$ cat config.mk
export PLATFORM = sky130hd
export DESIGN_NAME = axis_length_trim_flat
export DESIGN_NICKNAME = d
export VERILOG_FILES = /design/src/rtl/axis_length_trim_if.sv /design/src/rtl/axis_length_trim.sv /design/src/flat_wrapper.sv
export SDC_FILE = /design/constraint.sdc
export NUM_CORES = 1
export LEC_CHECK = 0
export ABC_AREA = 1
export CAP_MARGIN = 20
export CORE_UTILIZATION = 50
export CTS_CLUSTER_DIAMETER = 30
export DETAILED_ROUTE_END_ITERATION = 10
export PLACE_DENSITY_LB_ADDON = 0.15
export SETUP_SLACK_MARGIN = 0.2
export SLEW_MARGIN = 15
export SYNTH_ARGS = -nofsm -noshare
export SYNTH_HDL_FRONTEND = slang
export SYNTH_SLANG_ARGS = --single-unit
$ cat constraint.sdc
create_clock -name clock -period 8.9 [get_ports clock]
set_clock_uncertainty 0.05 [all_clocks]
set_input_delay 0.89 -clock clock [delete_from_list [all_inputs] [get_ports clock]]
set_output_delay 0.89 -clock clock [all_outputs]
set_load 0.02 [all_outputs]
$ cat src/rtl/axis_length_trim_if.sv
// rtl/axis_length_trim_if.sv - AXI-Stream beat bundle shared by the trimmer's input and output ports.
interface axis_length_trim_if #(
  parameter int DSIZE = 32,
  parameter int USIZE = 1
);
  logic               tvalid;
  logic               tready;
  logic [DSIZE-1:0]   tdata;
  logic [USIZE-1:0]   tuser;
  logic               tlast;
  logic [DSIZE/8-1:0] tkeep;

  modport master (
    output tvalid,
    output tdata,
    output tuser,
    output tlast,
    output tkeep,
    input  tready
  );

  // Upstream tkeep is not consumed: the trimmer regenerates an all-ones tkeep.
  modport slave (
    input  tvalid,
    input  tdata,
    input  tuser,
    input  tlast,
    output tready
  );
endinterface

$ cat src/rtl/axis_length_trim.sv
// rtl/axis_length_trim.sv - truncates AXI-Stream packets to a programmed beat count,
// forcing tlast on the last allowed beat and discarding the excess.
module axis_length_trim #(
  parameter int DSIZE = 32,
  parameter int USIZE = 1
) (
  input  logic                   clock,
  input  logic                   rst,
  input  logic [15:0]            length,
  axis_length_trim_if.slave      axis_in,
  axis_length_trim_if.master     axis_out,
  output logic                   trim_pulse,
  output logic [15:0]            trim_cnt
);

  typedef enum logic [1:0] {
    IDLE = 2'd0,
    PASS = 2'd1,
    DROP = 2'd2
  } state_t;

  state_t           state_q;
  logic [15:0]      cnt_q;
  logic [15:0]      len_lat_q;
  logic             out_valid_q;
  logic [DSIZE-1:0] out_data_q;
  logic [USIZE-1:0] out_user_q;
  logic             out_last_q;
  logic             trim_pulse_q;
  logic [15:0]      trim_cnt_q;

  logic [15:0] len_eff;
  logic [15:0] cur_len;
  logic        limit;
  logic        in_ready;
  logic        accept;

  // The first beat of a packet is judged against the live length input,
  // later beats against the value latched on that first beat.
  assign len_eff  = (length == 16'd0) ? 16'd1 : length;
  assign cur_len  = (state_q == IDLE) ? len_eff : len_lat_q;
  assign limit    = (cnt_q == (cur_len - 16'd1));
  assign in_ready = (state_q == DROP) || !out_valid_q || axis_out.tready;
  assign accept   = axis_in.tvalid && in_ready;

  always_ff @(posedge clock) begin
    if (rst) begin
      state_q      <= IDLE;
      cnt_q        <= 16'd0;
      len_lat_q    <= 16'd0;
      out_valid_q  <= 1'b0;
      out_data_q   <= '0;
      out_user_q   <= '0;
      out_last_q   <= 1'b0;
      trim_pulse_q <= 1'b0;
      trim_cnt_q   <= 16'd0;
    end else begin
      trim_pulse_q <= 1'b0;
      if (out_valid_q && axis_out.tready) begin
        out_valid_q <= 1'b0;
      end
      case (state_q)
        IDLE, PASS: begin
          if (accept) begin
            out_valid_q <= 1'b1;
            out_data_q  <= axis_in.tdata;
            out_user_q  <= axis_in.tuser;
            out_last_q  <= axis_in.tlast || limit;
            if (state_q == IDLE) begin
              len_lat_q <= len_eff;
            end
            if (axis_in.tlast) begin
              state_q <= IDLE;
              cnt_q   <= 16'd0;
            end else if (limit) begin
              state_q      <= DROP;
              cnt_q        <= 16'd0;
              trim_pulse_q <= 1'b1;
              if (trim_cnt_q != 16'hFFFF) begin
                trim_cnt_q <= trim_cnt_q + 16'd1;
              end
            end else begin
              state_q <= PASS;
              cnt_q   <= cnt_q + 16'd1;
            end
          end
        end
        DROP: begin
          if (accept && axis_in.tlast) begin
            state_q <= IDLE;
          end
        end
        default: begin
          state_q <= IDLE;
          cnt_q   <= 16'd0;
        end
      endcase
    end
  end

  assign axis_in.tready  = in_ready;
  assign axis_out.tvalid = out_valid_q;
  assign axis_out.tdata  = out_data_q;
  assign axis_out.tuser  = out_user_q;
  assign axis_out.tlast  = out_last_q;
  assign axis_out.tkeep  = '1;
  assign trim_pulse      = trim_pulse_q;
  assign trim_cnt        = trim_cnt_q;

endmodule
$ cat src/flat_wrapper.sv
// flat-port wrapper written by rule: the top's interface ports become plain ports
module axis_length_trim_flat 
#(
  parameter int DSIZE = 32,
  parameter int USIZE = 1
)
  (clock, rst, length, trim_pulse, trim_cnt, axis_in_tvalid, axis_in_tdata, axis_in_tuser, axis_in_tlast, axis_in_tready, axis_out_tvalid, axis_out_tdata, axis_out_tuser, axis_out_tlast, axis_out_tkeep, axis_out_tready);
  axis_length_trim_if #(.DSIZE(DSIZE), .USIZE(USIZE)) axis_in_i ();
  axis_length_trim_if #(.DSIZE(DSIZE), .USIZE(USIZE)) axis_out_i ();
  input  logic clock;
  input  logic rst;
  input  logic [15:0] length;
  output logic trim_pulse;
  output logic [15:0] trim_cnt;
  input wire logic [$bits(axis_in_i.tvalid)-1:0] axis_in_tvalid;
  input wire logic [$bits(axis_in_i.tdata)-1:0] axis_in_tdata;
  input wire logic [$bits(axis_in_i.tuser)-1:0] axis_in_tuser;
  input wire logic [$bits(axis_in_i.tlast)-1:0] axis_in_tlast;
  output wire logic [$bits(axis_in_i.tready)-1:0] axis_in_tready;
  output wire logic [$bits(axis_out_i.tvalid)-1:0] axis_out_tvalid;
  output wire logic [$bits(axis_out_i.tdata)-1:0] axis_out_tdata;
  output wire logic [$bits(axis_out_i.tuser)-1:0] axis_out_tuser;
  output wire logic [$bits(axis_out_i.tlast)-1:0] axis_out_tlast;
  output wire logic [$bits(axis_out_i.tkeep)-1:0] axis_out_tkeep;
  input wire logic [$bits(axis_out_i.tready)-1:0] axis_out_tready;
  assign axis_in_i.tvalid = axis_in_tvalid;
  assign axis_in_i.tdata = axis_in_tdata;
  assign axis_in_i.tuser = axis_in_tuser;
  assign axis_in_i.tlast = axis_in_tlast;
  assign axis_in_tready = axis_in_i.tready;
  assign axis_out_tvalid = axis_out_i.tvalid;
  assign axis_out_tdata = axis_out_i.tdata;
  assign axis_out_tuser = axis_out_i.tuser;
  assign axis_out_tlast = axis_out_i.tlast;
  assign axis_out_tkeep = axis_out_i.tkeep;
  assign axis_out_i.tready = axis_out_tready;
  axis_length_trim #(.DSIZE(DSIZE), .USIZE(USIZE)) u_core (.clock(clock), .rst(rst), .length(length), .axis_in(axis_in_i), .axis_out(axis_out_i), .trim_pulse(trim_pulse), .trim_cnt(trim_cnt));
endmodule
# == After elaboration in Yosys (flattened, before gate mapping) ==
# Cells that the tools add are included.
# totals
ff_bits,86
input_bits,54
output_inout_bits,57
word_cells,52
# op_classes
n_addsub,3
n_eq_ne,6
n_mux,15
bitwise_logic,4
n_reduce_logical,15
# ops
operator,count
two-way mux 16 bit,5
adder 16 x 1 -> 16 bit (second input constant),2
case mux 16 bit (2 select lines),1
== test 16 bit,1
logical NOT 16 bit,1
!= test 16 bit (second input constant),1
subtractor 16 x 1 -> 16 bit (second input constant),1
two-way mux 2 bit,4
AND reduction 2 bit,3
AND reduction 5 bit,1
two-way mux 1 bit,4
NOT 1 bit,4
case mux 2 bit (2 select lines),1
OR reduction 4 bit,1
logical AND 1 bit,3
logical OR 1 bit,3
== test 2 x 1 -> 1 bit (second input constant),1
== test 2 bit (second input constant),1
logical NOT 2 bit,1
!= test 2 x 1 -> 1 bit (second input constant),1
!= test 2 bit (second input constant),1
OR reduction 2 bit,1
logical NOT 1 bit,1

# == Depth between registers and ports, before layout ==
# logic_depth
depth_word,9
ltp_mapped,24
depth_no_buf,22

# == Least setup slack after synthesis ==
# Ideal clock, no wire load.
# synth_timing
kind,input port to flip-flop
from,input port length[8]
to,"register u_core.trim_cnt_q[10], in the netlist u_core.trim_cnt[10]"
arrival_time_ns,2.992
t_required_ns,8.718
slack_ns,5.725
path_stages,19
n_path_buf,2
cell_sequence,nor2_1 > nand2_1 > nor2_1 > nand2_1 > nand2_1 > nand2_2 > buf_4 > ha_1 > nand3_1 > nor2_2 > inv_1 > nor2_4 > xnor2_1 > nand4_1 > nor2_4 > nand3_4 > buf_6 > nand2_1 > a21oi_1
# synth_between
elab_chain_len,6
# synth_lines
item,line,text
start: declaration,flat_wrapper.sv:12,input logic [15:0] length;
logical NOT 16 bit,axis_length_trim.sv:40,assign len_eff = (length == 16'd0) ? 16'd1 : length;
two-way mux 16 bit *,axis_length_trim.sv:40,
two-way mux 16 bit *,-,
subtractor 16 x 1 -> 16 bit *,axis_length_trim.sv:42,assign limit = (cnt_q == (cur_len - 16'd1));
== test 16 bit *,axis_length_trim.sv:42,
AND reduction 5 bit (no source line) *,-,
end signal: assignment,axis_length_trim.sv:80,trim_cnt_q <= trim_cnt_q + 16'd1;
end: declaration,axis_length_trim.sv:30,logic [15:0] trim_cnt_q;
# Every way passes the cells marked *; elsewhere a longest branch is shown, timed or not.
# A chain may end at the register's enable or synchronous reset.

# == Worst setup path in the final report ==
# layout_timing
from,input port axis_out_tready
to,register u_core.cnt_q[14]
# layout_between
elab_chain_len,4
# layout_lines
item,line,text
start: declaration,flat_wrapper.sv:25,input wire logic [$bits(axis_out_i.tready)-1:0] axis_out_tready;
logical OR 1 bit,axis_length_trim.sv:43,assign in_ready = (state_q == DROP) || !out_valid_q || axis_out.tready;
logical AND 1 bit,axis_length_trim.sv:44,assign accept = axis_in.tvalid && in_ready;
!= test 2 x 1 -> 1 bit (no source line),-,
AND reduction 2 bit (no source line),-,
end signal: assignment,axis_length_trim.sv:84,cnt_q <= cnt_q + 16'd1;
end: declaration,axis_length_trim.sv:23,logic [15:0] cnt_q;
# Every way passes these cells.

==> impl_results.md <==
* Status: finished clean
* Crit-path max cell delay at 480 ps
* Max_cap viols at 0
* Layout cell share with drive strength beyond 1 at 0.0709
* Hold slack at 454 ps
* Final Hold Fails at 0
* Initial antenna violation count at 0
* Cells after Synth at 719
* Crit end category: flip-flop
* FILL cells at 847
* Asr flop ratio synth at 0
* Total GRT Usage at 0.263
* Power per cell area at 142 nW/um^2
* Worst Path Class, Setup: in2reg
* WP data required at ~9000 ps
* Die width at between 100 and 150 microns
* Total congestion overflow at 0
* TritonCTS clock tree: yes
* Top delay family on crit path: buffers and inverters
* CTS max path bufs at 2
* Port Buffers at about 110
* Cell taking the most area after synthesis: dfxtp_1
* Post-synthesis instance area at 4810 sq um
* Seq/Total Area, Yosys at 0.358
* Final setup violation count at 0
* Post-synth EDFFs at 0
* Tcrit/Tclk final at 0.435
* Flop-to-flop setup slack at 5370 ps
* Post-synth top cells: nor2_1, nand2_1, dfxtp_1, inv_1, o21ai_0
* CTS Hold Bufs at 0
* Synth area leaders: dfxtp_1, nor2_1, nand2_1
* Post-CTS Resized at 0
* ANT nets after route at 0
* Worst reg2reg path startpoint: u_core.state_q[1]
* Worst-Margin Slew at 750 ps
* Crit path DAT at 4120 ps
* CP max stage cell: buf_4
* Hold endpoint: u_core.len_lat_q[14]
* Cell mode on critical path: nor2_1
* CP bufs+invs at 4
* Type of the worst min-delay path: reg2reg
* Yosys warns at 0
* Peak supply drop at 0.0981 mV
* Cell variety after synth at 39
* Largest net degree at the start of global routing at 69
* Layout area overhead at 26.7%
* Avg Inst Size Synth at 6.69 sq um
* Placed wire-length estimate at 9.49 mm
* Final #Nets at just under 900
* Worst r2r path cells at 18
* Iter 0 DRT Violations at 266
* Relative slew slack at 0.498
* Slew Viols, Final at 0
* Die ar. at 10000 sq um
* Avg WL per Cell at 13.5 microns
* Worst-Skew Late Latency at 360 ps
* Initial core utilization at 0.518
* Worst R2R End: u_core.trim_cnt[7]
* Leakage Power at 2.40 nW
* Top cell type's share of synthesized area at 0.358
* Antenna fix cells at 0
* DRC Markers at 0
* Flops & latches, synth at 86
* Startpoint Class: input port
* Top FF cell, synth: dfxtp_1
* CP cell instances: clkdlybuf4s50_1 -> nor2_1 -> nand2_1 -> nand2_1 -> nor2_4 -> buf_4 -> inv_2 -> o21ai_2 -> inv_2 -> nor4_1 -> nand4_1 -> nor2_1 -> o32ai_1 -> nor2_1
* Num CTS Buffers at 9
* First-pass GRT wire length at 21.0 mm
* Buffer count from post-CTS setup fixing at 0
* CTS Root Cell: clkbuf_8
* Setup_tns at 0 ps
* Min-Delay Path Depth at 2
* Worst-path clk slew at about 90 ps
* Avg Vias per Cell at 5.19
* Post-Route WL at 12.8 mm
* RSZ-0062 raised after global routing: false
* Standard-cell rows at 35
* Core area at roughly 9300 sq um
* Top-count cell post-synth: nor2_1
* Hold wc startpoint: u_core.len_lat_q[14]
* Tmin final at between 3000 and 4000 ps
* CP max FO at 68
* Routability cong. at roughly 0.93
* Pre-antenna DRT Iters at 5
* Vias in the first global route at 4485
* Via count at 4917
* Clk sinks at 86
* Worst path depth at 14
* F_max at 258 MHz
* IO Pins at 111
* CTS H-tree depth at 3
* Die height at 100 microns
==> metrics by stage <==
step	util	setup slack, ps	total power [mW]	instances	cell area [sq um]
after floorplan	-	5730	0.534	722	4820
after global placement	0.636	4770	0.602	931	5910
after detailed placement	0.636	4700	0.605	931	5910
after CTS	0.657	5050	0.869	947	6100
after global routing	0.657	4680	0.911	947	6100
final	0.657	5030	0.868	947	6100
==> worst reg2reg max path, cell delays in order, from the launching register on <==
cell and delay [ps]:
dfxtp_1 510, nor2_2 50, buf_4 230, or2_1 300, nand2_2 200, ha_1 210, nand3_1 110, nor2_2 140
inv_1 120, nor2_4 170, nand2_1 60, nand2_1 70, nand2_1 80, a21oi_1 130, nand2_1 100, nor2_4 340
nand3_4 280, nand2_1 140, a21oi_1 70
==> area by class of cell <==
cell class / count / area [sq um] / share of cell area
Clock buffer: 10 / 138 / 0.0226
Clock inverter: 6 / 53.8 / 0.00882
Inverter: 71 / 267 / 0.0437
Multi-Input combinational cell: 535 / 2670 / 0.437
Sequential cell: 86 / 1720 / 0.282
Tap cell: 129 / 161 / 0.0265
Timing Repair Buffer: 110 / 1090 / 0.179
==> where the power goes <==
part	leakage, nW	internal [mW]	switching, mW
combinational	1.60	0.0751	0.109
clock	0.0950	0.114	0.155
sequential	0.706	0.405	0.00999
total	2.40	0.593	0.274
==> layout by cell type, fill, tap and decap left out, types with 24 or more instances in the layout <==
cell type        Yosys  routed
a21oi_1             37      37
clkdlybuf4s50_1      0     106
dfxtp_1             86      86
inv_1               67      67
nand2_1            128     128
nand3_1             32      32
nand4_1             24      24
nor2_1             142     142
o21ai_0             59      59
xor2_1              27      27
==> how the worst max path moves through the flow <==
stage	from	end	slack, ps
finish	axis_out_tready	u_core.cnt_q[14]	5030
global route	axis_out_tready	u_core.cnt_q[13]	4680
CTS	axis_out_tready	u_core.cnt_q[14]	5050
detailed placement	axis_out_tready	u_core.cnt_q[14]	4700
global placement	axis_out_tready	u_core.cnt_q[14]	4770
floorplan	length[8]	u_core.trim_cnt[10]	5730
==> flip-flops by register name (all words and copies together) (netlist names) <==
| register | cells |
|---|---|
| u_core.trim_cnt | 16 |
| u_core.axis_out.tvalid | 1 |
| u_core.axis_out.tdata | 32 |
| u_core.len_lat_q | 16 |
| u_core.state_q | 2 |
| u_core.axis_out.tlast | 1 |
| u_core.axis_out.tuser | 1 |
| u_core.cnt_q | 16 |
| u_core.trim_pulse | 1 |
==> per-layer routing <==
layer / vias up / track usage / wire (microns)
li1: 2500 / - / -
met1: 2255 / 0.359 / 5940
met2: 147 / 0.422 / 5890
met3: 15 / 0.0494 / 750
met4: 0 / 0.0792 / 170
met5: - / 0 / 0
==> logic make-up (layout without fill, tap and decap cells) <==
group	count (synthesis)	count (layout)	share of synthesized area
AND/OR/NAND/NOR	376	376	0.346
AO/OA/AOI/OAI	115	115	0.127
buffers and inverters	101	197	0.0931
flip-flops	86	86	0.358
XOR/XNOR	37	37	0.0673
adder cells (fa/ha/maj)	3	3	0.00780
other	1	4	0.000779
Power figures use the tool's default switching activity.
